### src/rtl/pixel_gen_ball.sv
// ---------------------------------------------------------------------------
// pixel_gen_ball
//   Draws a square ball that moves diagonally across a 640x480 frame,
//   bouncing off the frame edges (and optionally a left wall). The ball
//   position is updated once per frame, during vertical blanking, so a
//   frame is never drawn with two different positions.
//
//   Optional feature: define PGEN_WALL_EN to draw a blue wall in columns
//   32..35. The ball then bounces off the wall at ball_x = 36 instead of
//   at column 0.
//
// Parameters
//   BALL_SIZE  ball square side in pixels (default 8)
//   BALL_V     pixels moved per axis per frame (default 2)
// Ports
//   clk         system clock
//   reset       synchronous active-high reset
//   p_tick      pixel-rate enable from vga_sync
//   video_on    visible-area flag from vga_sync
//   pixel_x     current column 0..799
//   pixel_y     current row 0..524
//   pause       high freezes ball motion
//   rgb         registered colour {R,G,B}
//   bounce_cnt  number of frames in which the ball changed direction
// ---------------------------------------------------------------------------
module pixel_gen_ball #(
    parameter int BALL_SIZE = 8,
    parameter int BALL_V    = 2
) (
    input  logic       clk,
    input  logic       reset,
    input  logic       p_tick,
    input  logic       video_on,
    input  logic [9:0] pixel_x,
    input  logic [9:0] pixel_y,
    input  logic       pause,
    output logic [2:0] rgb,
    output logic [7:0] bounce_cnt
);
    // All position arithmetic is done in 11 bits so neither the increment
    // nor the decrement can wrap around.
    localparam logic [10:0] X_MAX = 11'(640 - BALL_SIZE);
    localparam logic [10:0] Y_MAX = 11'(480 - BALL_SIZE);
    localparam logic [10:0] Y_MIN = 11'd0;
    localparam logic [10:0] STEP  = 11'(BALL_V);
    localparam logic [10:0] SPAN  = 11'(BALL_SIZE - 1);
`ifdef PGEN_WALL_EN
    localparam logic [10:0] X_MIN = 11'd36;
`else
    localparam logic [10:0] X_MIN = 11'd0;
`endif

    logic [9:0]  ball_x_q, ball_x_d;
    logic [9:0]  ball_y_q, ball_y_d;
    logic        dir_x_q, dir_x_d;
    logic        dir_y_q, dir_y_d;
    logic [7:0]  bounce_cnt_q, bounce_cnt_d;
    logic [2:0]  rgb_q, rgb_d;

    logic        refr_tick;
    logic [10:0] x_ext, y_ext, px_ext, py_ext;
    logic [10:0] x_new, y_new;
    logic        x_hit, y_hit;
    logic        wall_on, ball_on;
    logic [2:0]  colour;

`ifdef PGEN_WALL_EN
    assign wall_on = (pixel_x >= 10'd32) && (pixel_x <= 10'd35);
`else
    assign wall_on = 1'b0;
`endif

    always_comb begin
        refr_tick = p_tick && (pixel_y == 10'd481) && (pixel_x == 10'd0);
        x_ext  = {1'b0, ball_x_q};
        y_ext  = {1'b0, ball_y_q};
        px_ext = {1'b0, pixel_x};
        py_ext = {1'b0, pixel_y};

        // Saturating step toward the limit in the current direction; a hit
        // means the new position sits exactly on that limit.
        if (dir_x_q) begin
            x_new = (x_ext + STEP >= X_MAX) ? X_MAX : x_ext + STEP;
            x_hit = (x_new == X_MAX);
        end else begin
            x_new = (x_ext >= X_MIN + STEP) ? x_ext - STEP : X_MIN;
            x_hit = (x_new == X_MIN);
        end
        if (dir_y_q) begin
            y_new = (y_ext + STEP >= Y_MAX) ? Y_MAX : y_ext + STEP;
            y_hit = (y_new == Y_MAX);
        end else begin
            y_new = (y_ext >= Y_MIN + STEP) ? y_ext - STEP : Y_MIN;
            y_hit = (y_new == Y_MIN);
        end

        ball_x_d     = ball_x_q;
        ball_y_d     = ball_y_q;
        dir_x_d      = dir_x_q;
        dir_y_d      = dir_y_q;
        bounce_cnt_d = bounce_cnt_q;
        if (refr_tick && !pause) begin
            ball_x_d = x_new[9:0];
            ball_y_d = y_new[9:0];
            dir_x_d  = dir_x_q ^ x_hit;
            dir_y_d  = dir_y_q ^ y_hit;
            // A corner hit still counts as a single bounce frame.
            if (x_hit || y_hit)
                bounce_cnt_d = bounce_cnt_q + 8'd1;
        end

        ball_on = (px_ext >= x_ext) && (px_ext <= x_ext + SPAN) &&
                  (py_ext >= y_ext) && (py_ext <= y_ext + SPAN);

        if (!video_on)
            colour = 3'b000;
        else if (wall_on)
            colour = 3'b001;
        else if (ball_on)
            colour = 3'b100;
        else
            colour = 3'b000;

        rgb_d = p_tick ? colour : rgb_q;
    end

    always_ff @(posedge clk) begin
        if (reset) begin
            ball_x_q     <= 10'd320;
            ball_y_q     <= 10'd240;
            dir_x_q      <= 1'b1;
            dir_y_q      <= 1'b1;
            bounce_cnt_q <= 8'd0;
            rgb_q        <= 3'b000;
        end else begin
            ball_x_q     <= ball_x_d;
            ball_y_q     <= ball_y_d;
            dir_x_q      <= dir_x_d;
            dir_y_q      <= dir_y_d;
            bounce_cnt_q <= bounce_cnt_d;
            rgb_q        <= rgb_d;
        end
    end

    assign rgb        = rgb_q;
    assign bounce_cnt = bounce_cnt_q;
endmodule
### config.mk
export PLATFORM = sky130hd
export DESIGN_NAME = pixel_gen_ball
export DESIGN_NICKNAME = d
export VERILOG_FILES = /design/src/rtl/pixel_gen_ball.sv
export SDC_FILE = /design/constraint.sdc
export NUM_CORES = 1
export LEC_CHECK = 0
export CAP_MARGIN = 20
export CORE_UTILIZATION = 45
export DETAILED_ROUTE_END_ITERATION = 10
export PLACE_DENSITY_LB_ADDON = 0.08
export SLEW_MARGIN = 20
export SYNTH_ARGS = -nofsm -noshare
export SYNTH_HDL_FRONTEND = slang
export SYNTH_SLANG_ARGS = --single-unit
### constraint.sdc
create_clock -name clk -period 3.6 [get_ports clk]
set_input_delay 1.08 -clock clk [delete_from_list [all_inputs] [get_ports clk]]
set_output_delay 1.08 -clock clk [all_outputs]
set_load 0.005 [all_outputs]
Yosys cells after proc, flatten, opt, wreduce, memory -nomap -nowiden
Index checks and enable logic that the tools add are counted.
{"block": "totals", "ff_bits": 33, "in_bits": 25, "output_inout_bits": 11, "elab_cells": 48}
{"block": "op_classes", "n_addsub": 7, "magnitude_cmp": 8, "n_eq_ne": 3, "n_mux": 10, "bitwise": 2, "reduce_logical": 12}
{"op": "two-way mux 11 bit", "count": 4}
{"op": "adder 10 x 2 -> 11 bit (second input constant)", "count": 2}
{"op": "adder 10 x 3 -> 11 bit (second input constant)", "count": 2}
{"op": "less-or-equal comparator 10 x 11 -> 1 bit", "count": 2}
{"op": "zero test 11 bit", "count": 2}
{"op": "subtractor 10 x 2 -> 11 bit (second input constant)", "count": 2}
{"op": ">= comparator 10 bit", "count": 2}
{"op": ">= comparator 10 x 2 -> 1 bit (second input constant)", "count": 2}
{"op": "two-way mux 10 bit", "count": 2}
{"op": "== test 11 x 10 -> 1 bit (second input constant)", "count": 1}
{"op": "== test 11 x 9 -> 1 bit (second input constant)", "count": 1}
{"op": ">= comparator 11 x 10 -> 1 bit (second input constant)", "count": 1}
{"op": ">= comparator 11 x 9 -> 1 bit (second input constant)", "count": 1}
{"op": "== test 10 x 9 -> 1 bit (second input constant)", "count": 1}
{"op": "zero test 10 bit", "count": 1}
{"op": "adder 8 x 1 -> 8 bit (second input constant)", "count": 1}
{"op": "logical AND 1 bit", "count": 6}
{"op": "two-way mux 3 bit", "count": 2}
{"op": "two-way mux 1 bit", "count": 2}
{"op": "AND reduction 2 bit", "count": 1}
{"op": "bitwise XOR 1 bit", "count": 2}
{"op": "zero test 1 bit", "count": 1}
{"op": "logical OR 1 bit", "count": 1}

Logic depth before layout (Yosys ltp)
{"block": "depth", "word_depth": 7, "depth_mapped": 14, "mapped_depth_nobuf": 13}

Worst setup path after synthesis
No wires, ideal clock.
{"block": "synth_timing", "kind": "in2reg", "from": "input pixel_y[1]", "to": "register bounce_cnt_q[5] (netlist: bounce_cnt[5])", "setup_ns": 0.121, "arrival_time_ns": 2.912, "required_ns": 3.479, "path_slack_ns": 0.567, "path_stages": 9, "n_path_buf": 1, "path_cell_list": "nor4b_1 > nand4_1 > nor4_4 > o21ai_0 > a211oi_2 > a221oi_2 > buf_6 > nor3b_2 > mux2_4"}
{"block": "synth_via", "elab_chain_len": 5}
{"item": "start, declared", "line_no": "35", "text": "input logic [9:0] pixel_y,"}
{"item": "== test 10 x 9 -> 1 bit", "line_no": "74", "text": "refr_tick = p_tick && (pixel_y == 10'd481) && (pixel_x == 10'd0);"}
{"item": "logical AND 1 bit (2 in a row)", "line_no": "74"}
{"item": "logical AND 1 bit", "line_no": "102", "text": "if (refr_tick && !pause) begin"}
{"item": "AND reduction 2 bit (no line)"}
{"item": "end signal, assigned", "line_no": "140", "text": "bounce_cnt_q <= bounce_cnt_d;"}
{"item": "end, declared", "line_no": "57", "text": "logic [7:0] bounce_cnt_q, bounce_cnt_d;"}
No other way between the ends.
A chain may end at the register's enable or synchronous reset.

Final worst setup path
{"block": "layout_timing", "from": "input pixel_x[2]", "to": "register bounce_cnt_q[7] (netlist: bounce_cnt[7])"}
{"block": "layout_via", "elab_chain_len": 4}
{"item": "start, declared", "line_no": "34", "text": "input logic [9:0] pixel_x,"}
{"item": "zero test 10 bit", "line_no": "74"}
{"item": "logical AND 1 bit", "line_no": "74"}
{"item": "logical AND 1 bit", "line_no": "102"}
{"item": "AND reduction 2 bit (no line)"}
No other way between the ends.

==> metrics.md <==
| Metric | Value |
|---|---|
| Result of the run | `completed` |
| First-pass GRT wire length | `around 17 mm` |
| Gp weighted congestion | `slightly above 0.9` |
| Sequential cell area | `621 um^2` |
| Sink count of the clock tree | `31` |
| Fin. Hold Viols | `0` |
| Max H-tree Level | `2` |
| FF-to-FF path depth | `11` |
| CP max-delay cell | `sky130_fd_sc_hd__or4_1` |
| Vias per cell | `~6.0` |
| Clock root buffer | `sky130_fd_sc_hd__clkbuf_8` |
| Clock edge transition at the registers on the reported setup and hold paths | `70 ps` |
| Number of nets in the layout | `624` |
| Die area | `8930 um^2` |
| Antenna violations before repair | `0` |
| Kind of end point of the critical path | `register` |
| Timing endpoint of the critical path | `bounce_cnt[7]` |
| Startpoint type of the worst setup path | `primary input` |
| Final std cells w/o fill | `654` |
| Post-CTS Hold Fix Bufs | `0` |
| Met1 capacity usage during global routing | `0.337` |
| Initial core utilization | `0.466` |
| Number of synthesized flops with an enable pin | `0` |
| Clock share of power | `0.400` |
| Area of the multi-input gates | `approximately 3000 um^2` |
| Worst Slack Setup Final | `approximately 200 ps` |
| TritonCTS clock tree | `yes` |
| Internal portion of total power | `about 600 uW` |
| Area growth syn-to-layout | `15.0%` |
| Required @ worst endpoint | `around 3800 ps` |
| Ordered list of cells on the worst path | `clkdlybuf4s50_1 -> nor4_1 -> nand4_1 -> nor4_4 -> o21ai_1 -> a211oi_2 -> a221oi_2 -> or4_1 -> a21oi_1` |
| WL final | `~10 mm` |
| Average instance area after synthesis | `about 7.4 um^2` |
| Number of standard-cell rows in the floorplan | `33` |
| Clock Path Buffers | `2` |
| Estimated wirelength of the detail-placed design | `between 7 and 8 mm` |
| Avg WL per Cell | `approximately 16 um` |
| Capture point of the worst reg-to-reg path | `bounce_cnt[1]` |
| Number of cells in the design after placement | `about 650` |
| Buf/Inv on CP | `1` |
| Switching Share | `0.255` |
| Sequential share of the synthesized area | `0.161` |
| Sequential Power Share | `0.445` |
| Share of cells above drive strength 1 | `0.100` |
| Share of synthesized registers carrying an async set or reset | `0` |
| Worst Setup Slack post-DPL | `-125 ps` |
| DRC violation total after the first TritonRoute iteration | `316` |
| Total global routing track utilization | `0.239` |
| Vias in the first global route | `3,640` |
| Total of flip-flops plus latches after synthesis | `31` |
| Insertion delay of the later-clocked pin in the worst-skew pair | `roughly 290 ps` |
| HP Class | `register to register` |
| Worst path max stage delay | `~530 ps` |
| Data arrival time of the worst path | `approximately 3600 ps` |
| Worst-Margin Slew | `approximately 790 ps` |
| Clock buffers created by TritonCTS | `5` |
| Syn Std Cell Area | `~3800 um^2` |
| Maximum number of pins on one net before global-route repair | `32` |
| Proportion of power drawn by combinational gates | `0.155` |
| Rel. slew slack | `0.473` |
| Met3 Resource Use GR | `0.0258` |
| Worst r2r src | `ball_x_q[2]` |
| Peak-usage layer in the global routing report | `met2` |
| Total power density per cell area | `177 nW/um^2` |
| Worst clock skew | `around 13 ps` |
| Diode insertion count for antenna repair | `0` |
| Upper clock frequency limit | `294 MHz` |
| Highest fanout seen on the critical path | `11` |
| Die Span Y | `roughly 94 um` |
| IO Pins | `36` |
| Iteration count of the initial detailed-routing pass | `5` |
| Count of unresolved DRC violations after routing | `0` |
| Fill cells | `approximately 830` |
| Top Family by Delay on Critical Path | `simple AND/OR/NAND/NOR gates` |
| Switching power summed over all nets | `200 uW` |
| Final period util | `0.945` |
| Floorplan die width | `around 94 um` |
| Vias | `3,908` |
| Post-Synthesis Cells | `about 520` |
| Final slew viol count | `0` |
| Post-layout utilization of the core | `0.536` |
| Number of distinct library cell variants in the gate-level netlist after synthesis | `76` |
| Final Setup Violations | `0` |
| Warning count from the yosys run | `0` |
| Launching element of the worst setup path | `pixel_x[2]` |
| Number of maximum-capacitance constraint violations | `0` |
| FF-to-FF setup slack | `340 ps` |
| Largest voltage drop on the vdd net | `~0.00022 V` |
| Time the worst path needs with I/O delays and setup | `3400 ps` |
| Core region area | `8260 um^2` |
| Most common flop cell mapped by yosys | `sky130_fd_sc_hd__dfxtp_1` |
| Gr ovfl total | `0` |
| Met2 capacity usage during global routing | `0.384` |
| RSZ-0062 raised after global routing | `no` |
| Antenna viol nets, final | `0` |
| Number of I/O port buffers | `33` |
| Leakage power of the design | `around 1.7 nW` |
| Worst setup path class | `primary input to register` |
| Logic depth of the worst setup path including buffers | `9` |
metal layers:
| layer | routed length [um] | share of wire |
|---|---|---|
| met5 | 0 | 0 |
| met4 | 142 | 0.014 |
| met3 | 511 | 0.049 |
| met2 | 4500 | 0.44 |
| met1 | 5180 | 0.50 |
how the worst min path moves through the flow:
| stage | start | slack [ps] | endpoint | depth (start not counted) |
|---|---|---|---|---|
| after global routing | bounce_cnt[7] | 520 | bounce_cnt[7] | 2 |
| after detailed placement | bounce_cnt[7] | 480 | bounce_cnt[7] | 2 |
| after CTS | bounce_cnt[7] | 490 | bounce_cnt[7] | 2 |
| final | bounce_cnt[7] | 490 | bounce_cnt[7] | 2 |
| after global placement | bounce_cnt[7] | 470 | bounce_cnt[7] | 2 |
| after floorplan | bounce_cnt[7] | 470 | bounce_cnt[7] | 2 |
state kept, by name, summed over array words and instances (netlist names):
name and flops:
ball_y_q 10, ball_x_q 10, dir_x_q 1, bounce_cnt 8, dir_y_q 1, rgb 1
cell type report:
type | instances | area share
flip-flops and latches | 31 | 0.140
multi-input cells | 425 | 0.665
well taps | 105 | 0.0297
clock inverters | 1 | 0.00170
repair buffers | 59 | 0.120
clock buffers | 7 | 0.0218
inverters | 26 | 0.0220
kinds of logic after synthesis:
| logic type | after synthesis | share of synthesized area |
|---|---|---|
| AOI/OAI and AO/OA | 139 | 0.238 |
| xor gates and xnor gates | 25 | 0.0569 |
| adders and majority gates | 51 | 0.166 |
| buffers and inverters | 63 | 0.0751 |
| DFF | 31 | 0.161 |
| muxes | 6 | 0.0175 |
| other | 1 | 0.000974 |
| and+or+nand+nor | 202 | 0.285 |
power groups by stage:
stage	Combinational [mW]	Clock [mW]	Sequential [mW]
3_5_place_dp	0.121	0	0.356
2_1_floorplan	0.0629	0	0.353
5_1_grt	0.137	0.339	0.348
3_3_place_gp	0.118	0	0.356
6_report	0.121	0.313	0.348
4_1_cts	0.122	0.325	0.348
worst reg2reg max path, cell delays in order (launching register included):
cell,delay [ps]
sky130_fd_sc_hd__dfxtp_1,420
sky130_fd_sc_hd__inv_1,260
sky130_fd_sc_hd__ha_1,460
sky130_fd_sc_hd__inv_1,210
sky130_fd_sc_hd__a21oi_1,170
sky130_fd_sc_hd__nor3_1,60
sky130_fd_sc_hd__nor3_1,340
sky130_fd_sc_hd__a211oi_2,110
sky130_fd_sc_hd__a221oi_2,640
sky130_fd_sc_hd__buf_4,240
sky130_fd_sc_hd__mux2i_1,180
sky130_fd_sc_hd__nor2_1,50
cell usage in the layout, fill, tap and decap left out, drive strengths merged, types with 5 or more instances in the layout:
cell type / n
o21ai: 31
a21oi: 42
nand2: 54
o22ai: 5
nand2b: 6
nor3: 18
buf: 26
ha: 51
a31oi: 6
nand4: 11
and3: 8
and2: 7
clkdlybuf4s50: 33
dfxtp: 31
nor4: 8
o211ai: 5
nor2: 33
nand3: 27
inv: 25
xnor2: 24
a211oi: 6
nor2b: 9
clkbuf: 7
or4: 6
Yosys cell counts, types with 5 or more instances:
| library cell | n | share of area |
|---|---|---|
| sky130_fd_sc_hd__a211oi_1 | 5 | 0.0098 |
| sky130_fd_sc_hd__a21oi_1 | 42 | 0.055 |
| sky130_fd_sc_hd__a31oi_1 | 6 | 0.0098 |
| sky130_fd_sc_hd__and2_1 | 6 | 0.0098 |
| sky130_fd_sc_hd__and3_1 | 8 | 0.013 |
| sky130_fd_sc_hd__buf_2 | 15 | 0.019 |
| sky130_fd_sc_hd__buf_4 | 5 | 0.0098 |
| sky130_fd_sc_hd__clkbuf_1 | 15 | 0.015 |
| sky130_fd_sc_hd__dfxtp_1 | 31 | 0.16 |
| sky130_fd_sc_hd__ha_1 | 51 | 0.17 |
| sky130_fd_sc_hd__inv_1 | 25 | 0.024 |
| sky130_fd_sc_hd__nand2_1 | 54 | 0.053 |
| sky130_fd_sc_hd__nand2b_1 | 6 | 0.0098 |
| sky130_fd_sc_hd__nand3_1 | 25 | 0.032 |
| sky130_fd_sc_hd__nand4_1 | 11 | 0.018 |
| sky130_fd_sc_hd__nor2_1 | 30 | 0.029 |
| sky130_fd_sc_hd__nor2b_1 | 9 | 0.015 |
| sky130_fd_sc_hd__nor3_1 | 16 | 0.021 |
| sky130_fd_sc_hd__nor4_1 | 5 | 0.0081 |
| sky130_fd_sc_hd__o211ai_1 | 5 | 0.0098 |
| sky130_fd_sc_hd__o21ai_0 | 30 | 0.039 |
| sky130_fd_sc_hd__o22ai_1 | 5 | 0.0081 |
| sky130_fd_sc_hd__or4_1 | 6 | 0.012 |
| sky130_fd_sc_hd__xnor2_1 | 24 | 0.055 |
per-stage QoR:
stage	TNS [ps]	total power [mW]	instance area [um^2]	hold slack, ps
final	0	0.783	4430	486
after global routing	0	0.824	4430	524
after global placement	-103	0.475	4320	466
after detailed placement	-178	0.477	4320	476
after floorplan	0	0.416	3850	468
after CTS	0	0.795	4420	492
timing repair:
action | 4_1_cts | 5_1_grt
buffers inserted | 0 | 0
resized for setup | 0 | 2
setup endpoints to repair | 0 | 1
No activity file was read; power rests on OpenSTA's default activity.
